**src/rtl/alu_sequencer.sv**
```systemverilog
// Multi-cycle command sequencer that drives the MINI_CPU combinational ALU.
// Optional response counter on op_count is enabled by defining ALU_SEQ_OP_COUNT_EN.
module alu_sequencer #(
    parameter int unsigned DATA_W = 8,
    parameter int unsigned NREGS  = 4,
    localparam int unsigned RA_W  = $clog2(NREGS)
) (
    input  logic              clk,
    input  logic              rst_n,
    input  logic              cmd_valid,
    output logic              cmd_ready,
    input  logic [2:0]        cmd_op,
    input  logic [RA_W-1:0]   cmd_rd,
    input  logic [RA_W-1:0]   cmd_rs1,
    input  logic [RA_W-1:0]   cmd_rs2,
    input  logic [DATA_W-1:0] cmd_imm,
    output logic [DATA_W-1:0] alu_op_a,
    output logic [DATA_W-1:0] alu_op_b,
    output logic [1:0]        alu_op,
    input  logic [DATA_W-1:0] alu_result,
    input  logic              alu_zero,
    output logic              rsp_valid,
    input  logic              rsp_ready,
    output logic [DATA_W-1:0] rsp_data,
    output logic              rsp_zero,
    output logic              rsp_err,
    output logic              zero_flag,
    output logic [15:0]       op_count
);

    typedef enum logic [1:0] {
        IDLE = 2'd0,
        EXEC = 2'd1,
        RESP = 2'd2
    } state_t;

    localparam logic [2:0] OP_LOADI = 3'b100;
    localparam logic [2:0] OP_READ  = 3'b101;

    state_t state, next_state;

    logic [2:0]        op_q;
    logic [RA_W-1:0]   rd_q;
    logic [RA_W-1:0]   rs1_q;
    logic [RA_W-1:0]   rs2_q;
    logic [DATA_W-1:0] imm_q;
    logic [DATA_W-1:0] regs [NREGS];

    logic op_illegal;
    logic op_writes;

    assign op_illegal = (op_q[2:1] == 2'b11);
    assign op_writes  = !op_q[2] || (op_q == OP_LOADI);

    // Gated by rst_n so the handshake is closed while reset is held.
    assign cmd_ready = (state == IDLE) && rst_n;
    assign rsp_valid = (state == RESP);

    always_comb begin
        next_state = state;
        case (state)
            IDLE:    if (cmd_valid) next_state = EXEC;
            EXEC:    next_state = RESP;
            RESP:    if (rsp_ready) next_state = IDLE;
            default: next_state = IDLE;
        endcase
    end

    always_comb begin
        alu_op_a = '0;
        alu_op_b = '0;
        alu_op   = 2'b00;
        if (state == EXEC) begin
            case (op_q)
                3'b000, 3'b001, 3'b010, 3'b011: begin
                    alu_op_a = regs[rs1_q];
                    alu_op_b = regs[rs2_q];
                    alu_op   = op_q[1:0];
                end
                OP_LOADI: alu_op_a = imm_q;
                OP_READ:  alu_op_a = regs[rs1_q];
                default: ;
            endcase
        end
    end

    always_ff @(posedge clk) begin
        if (!rst_n) begin
            state     <= IDLE;
            op_q      <= '0;
            rd_q      <= '0;
            rs1_q     <= '0;
            rs2_q     <= '0;
            imm_q     <= '0;
            rsp_data  <= '0;
            rsp_zero  <= 1'b0;
            rsp_err   <= 1'b0;
            zero_flag <= 1'b0;
            for (int unsigned i = 0; i < NREGS; i++) begin
                regs[i] <= '0;
            end
        end else begin
            state <= next_state;
            case (state)
                IDLE: begin
                    if (cmd_valid) begin
                        op_q  <= cmd_op;
                        rd_q  <= cmd_rd;
                        rs1_q <= cmd_rs1;
                        rs2_q <= cmd_rs2;
                        imm_q <= cmd_imm;
                    end
                end
                EXEC: begin
                    if (op_illegal) begin
                        rsp_data <= '0;
                        rsp_zero <= 1'b0;
                        rsp_err  <= 1'b1;
                    end else begin
                        rsp_data <= alu_result;
                        rsp_zero <= alu_zero;
                        rsp_err  <= 1'b0;
                        if (op_writes) begin
                            regs[rd_q] <= alu_result;
                            zero_flag  <= alu_zero;
                        end
                    end
                end
                default: ;
            endcase
        end
    end

`ifdef ALU_SEQ_OP_COUNT_EN
    logic [15:0] count_q;

    always_ff @(posedge clk) begin
        if (!rst_n) begin
            count_q <= '0;
        end else if (rsp_valid && rsp_ready) begin
            count_q <= count_q + 16'd1;
        end
    end

    assign op_count = count_q;
`else
    assign op_count = '0;
`endif

endmodule

```
**config.mk**
```make
export PLATFORM = sky130hd
export DESIGN_NAME = alu_sequencer
export DESIGN_NICKNAME = d
export VERILOG_FILES = /design/src/rtl/alu_sequencer.sv
export SDC_FILE = /design/constraint.sdc
export NUM_CORES = 1
export LEC_CHECK = 0
export ABC_CLOCK_PERIOD_IN_PS = 3900
export CAP_MARGIN = 20
export CORE_UTILIZATION = 54
export DETAILED_ROUTE_END_ITERATION = 10
export GPL_ROUTABILITY_DRIVEN = 0
export MAX_ROUTING_LAYER = met4
export PLACE_DENSITY = 0.86
export SYNTH_ARGS = -nofsm -noshare
export SYNTH_HDL_FRONTEND = slang
export SYNTH_SLANG_ARGS = --single-unit
```
**constraint.sdc**
```tcl
create_clock -name clk -period 3.9 [get_ports clk]
set_clock_uncertainty 0.15 [all_clocks]
set_input_delay 0.975 -clock clk [delete_from_list [all_inputs] [get_ports clk]]
set_output_delay 0.975 -clock clk [all_outputs]
set_load 0.02 [all_outputs]
```
* Word-level counts from Yosys, hierarchy flattened *
Memory sizes are Yosys's and may differ from the RTL's. A register that Yosys moved wholly into a read port is not among the register bits.
Index checks and enable logic that the tools add are counted.
W data, S select, Z words.

word-level totals
  word-level logic and storage cells = 58
  bits of input ports = 30
  memories = 1
  output and inout bits = 47
  memory bits (writable) = 32
  flip-flop bits (word level) = 30

memory list
  name  words  width  rd ports  clocked after memory_dff  write ports  line  source
  regs  4      8      2         2                         4            47    logic [DATA_W-1:0] regs [NREGS];

cells by class
  reduce and logical (&&, ||, !) cells = 11
  eq/ne operators = 10
  bitwise logic cells = 1
  mux-type cells = 25

operator list
  cell                  count
  $mux W8               5
  $mux W2               9
  $pmux W8 S2           1
  $mux W1               9
  $reduce_or A8 Y1      1
  $eq A3 B2 Y1 const B  2
  $eq A3 B3 Y1 const B  2
  $pmux W2 S3           1
  $reduce_or A5 Y1      1
  $eq A2 B2 Y1 const B  2
  $reduce_and A2 Y1     2
  $reduce_or A4 Y1      1
  $eq A3 B1 Y1 const B  1
  $logic_not A3 Y1      1
  $reduce_and A3 Y1     1
  $eq A2 B1 Y1 const B  1
  $logic_not A2 Y1      1
  $ne A2 B1 Y1 const B  1
  $ne A2 B2 Y1 const B  1
  $logic_and A1 B1 Y1   1
  $logic_not A1 Y1      1
  $logic_or A1 B1 Y1    1
  $not A1 Y1            1

* Longest topological paths before layout *
  word-level depth = 9
  depth in mapped cells = 6
  gate-level depth less buffers = 3

* Worst setup path before layout *
OpenSTA, ideal clock, no wires.

  path type = in2out
  start point = input rst_n
  end point = output cmd_ready
  stages = 2
  required time = 2.775 ns
  data arrival time = 1.489 ns
  buffers on the path = 0
  path slack = 1.286 ns
  cell sequence = inv_1 -> nor3_1

between the ends
  word-level cells in the longest chain between the ends = 1

RTL lines
  what                 line  source
  start: declaration   9     input logic rst_n,
  $logic_and A1 B1 Y1  56    assign cmd_ready = (state == IDLE) && rst_n;
  end: declaration     11    output logic cmd_ready,

Every way passes these cells.

* Final worst setup path *
Same ends and word-level chain as after synthesis.

==> impl_metrics.env <==
export IMPL_rsz0062_at_grt="no"
export IMPL_r2r_start="state[0]"
export IMPL_power_per_cell_area_mw_per_mm2=385.0
export IMPL_synth_cells=294
export IMPL_worst_path_buf_inv=3
export IMPL_rows=27
export IMPL_synth_top_area_cell="edfxtp_1"
export IMPL_postCtsSetupRepairBufs=0
export IMPL_slew_headroom_pct=57.61
export IMPL_vias=2365
export IMPL_start_kind="primary input"
export IMPL_hold_depth=2
export IMPL_hp_class="reg -> reg"
export IMPL_final_period_utilization_pct=93.47
export IMPL_cts_hold_buffers=0
export IMPL_status="complete, no violations"
export IMPL_routed_via_density=5.526
export IMPL_grt_pass1_wl_mm=11.65
export IMPL_crit_path_cell_trace="clkdlybuf4s50_1 -> inv_1 -> nor3_1 -> clkdlybuf4s50_1"
export IMPL_yosysSeqAreaShare_pct=50.87
export IMPL_crit_start="rst_n"
export IMPL_synth_edf_count=32
export IMPL_p_comb_share_pct=13.9
export IMPL_die_area_mm2=0.006288
export IMPL_grt_pass1_vias=2354
export IMPL_place_area_mm2=0.003777
export IMPL_cts_buffers=9
export IMPL_initial_utilization_pct=57.20
export IMPL_leakage_uw=0.001422
export IMPL_path_class="in -> out"
export IMPL_avgSynthCellArea_um2=10.98
export IMPL_fin_nets=381
export IMPL_drive_gt1_share_pct=12.08
export IMPL_crit_path_max_fanout=2
export IMPL_yosysWarnings=0
export IMPL_antenna_found_initial=0
export IMPL_ys_top_cells_by_area="edfxtp_1 (30%), dfxtp_1 (21%), mux4_2 (11%)"
export IMPL_cts_repair_resized=0
export IMPL_cts_sinks=66
export IMPL_async_flop_share_pct=0
export IMPL_pin_count=77
export IMPL_pwr_share_clk_pct=33.5
export IMPL_dp_hpwl_mm=5.130
export IMPL_synth_top_cell_area_share_pct=29.78
export IMPL_syn_cell_area_mm2=0.003227
export IMPL_die_x_um=79.30
export IMPL_drt_wl_total_mm=6.978
export IMPL_drt_iter0_drc=154
export IMPL_required_ps=2770
export IMPL_slowest_stage="clkdlybuf4s50_1"
export IMPL_nFillCells=415
export IMPL_swShare_pct=25.69
export IMPL_cap_violations=0
export IMPL_grt_max_degree=29
export IMPL_io_buffers=60
export IMPL_critPathMaxStageDelay_ps=680
export IMPL_h_tree_depth=3
export IMPL_routedWlPerCell_um=16.30
export IMPL_synthDistinctLibCells=29
export IMPL_worst_path_stages=4
export IMPL_period_needed_ps=3645
export IMPL_vdd_ir_drop_worst_v=0.0002109
export IMPL_crit_path_end_kind="output port"
export IMPL_ys_ff_latch=66
export IMPL_finalSetupViolCount=0
export IMPL_final_cell_area_mm2=0.003956
export IMPL_power_internal_uw=1132
export IMPL_synth_ff_type="dfxtp_1"
export IMPL_final_max_slew_violation_count=0
export IMPL_grt_ovfl_total=0
export IMPL_die_h_um=79.30
export IMPL_drc=0
export IMPL_synth_common_cells="nand2_1 (54), and2_1 (43), dfxtp_1 (34)"
export IMPL_crit_family="buffers and inverters"
export IMPL_cts_tree="done"
export IMPL_insertion_delay_ps=330
export IMPL_core_mm2=0.005642
export IMPL_ant_nets=0
export IMPL_clockBufferDepth=2
export IMPL_cp_arrival_ps=2520
export IMPL_worst_path_most_repeated_cell="clkdlybuf4s50_1"
export IMPL_cts_root_buf="clkbuf_8"
export IMPL_min_from="rsp_data[6]"
export IMPL_finalHoldViolCount=0
export IMPL_fmax_mhz=274.3
export IMPL_area_growth_pct=22.61
export IMPL_drtPass1Iterations=5
export IMPL_p_seq_share_pct=52.6
export IMPL_antenna_cells=0
export IMPL_netSwitchingPower_uw=391.4
export IMPL_clk_pin_slew_ps=60
export IMPL_grt_usage_pct=25.58
export IMPL_tns_ps=0
export IMPL_worst_pin_slew_ps=635.1
export IMPL_rr_worst_depth=3
export IMPL_yosysMostFrequentCell="nand2_1"
placed cells by master, fill, tap and decap left out, types with 2 or more instances in the layout:
master	n
a21oi_1	29
and2_1	43
buf_4	3
clkbuf_1	2
clkbuf_8	11
clkdlybuf4s50_1	60
clkinv_2	3
conb_1	16
dfxtp_1	34
edfxtp_1	32
inv_1	2
mux4_2	16
nand2_1	54
nand2b_1	6
nand3_1	10
nor2b_1	2
nor3b_4	2
nor4b_4	2
o21ai_0	18
sequential cells by signal, indices dropped and copies added (netlist names), named ones only:
name,count
imm_q,8
state,2
rsp_data,8
rs1_q,2
rs2_q,2
rd_q,2
rsp_zero,1
op_q,3
zero_flag,1
rsp_err,1
regs,32
cell families (layout without fill, tap and decap cells):
logic type	Yosys count	after routing	synth area share (%)
other	1	16	0.1162
buffers and inverters	35	82	7.018
AO/OA/AOI/OAI	49	49	7.833
flip-flops	66	66	50.87
AND/OR/NAND/NOR	127	127	22.99
multiplexers	16	16	11.17
power by group through the flow:
stage | Combinational (uW) | Clock [uW] | Sequential, uW
2_1_floorplan | 152 | 0 | 800
3_3_place_gp | 204 | 0 | 811
3_5_place_dp | 210 | 0 | 816
4_1_cts | 212 | 519 | 801
5_1_grt | 230 | 552 | 806
6_report | 211 | 510 | 802
layout make-up:
class	instances	area, um2	area share [%]
timing repair buffer	64	628.1	15.88
multi-input combinational	208	1415	35.77
inverter	2	7.507	0.1898
sequential	66	1642	41.49
clock inverter	3	15.01	0.3795
clock buffer	13	158.9	4.016
tap	72	90.09	2.277
worst reg2reg max path, stage by stage (launching register included):
cell	delay, ps
dfxtp_1	610
nand3b_4	210
nor4b_4	440
nand2b_1	400
metrics by stage:
step	hold slack [ps]	setup slack, ps	std cells	utilization (%)	total power (uW)
after CTS	310.3	281.9	427	70.04	1532
after detailed placement	296.7	286.7	411	66.96	1026
after global placement	292.5	293.6	411	66.96	1015
after global routing	335.7	191.7	428	70.13	1588
after floorplan	285.9	1286	309	-	951.6
final	308.8	254.6	428	70.13	1523
path summary, 6_finish.rpt:
check / slack (ps) / end
hold / removal: 310 / rsp_data[6]
hold reg to reg: 310 / rsp_data[6]
setup reg to reg: 1750 / regs[1][6]
setup / recovery: 250 / cmd_ready
layer usage:
| layer | up-vias | track usage (%) | share of wire (%) |
|---|---|---|---|
| li1 | 1112 | - | - |
| met5 | - | - | 0 |
| met1 | 1112 | 31.13 | 42 |
| met2 | 123 | 41.64 | 50 |
| met3 | 18 | 5.517 | 6.4 |
| met4 | 0 | 10.18 | 2.1 |
Note: power is estimated with default switching activity, not from simulation.
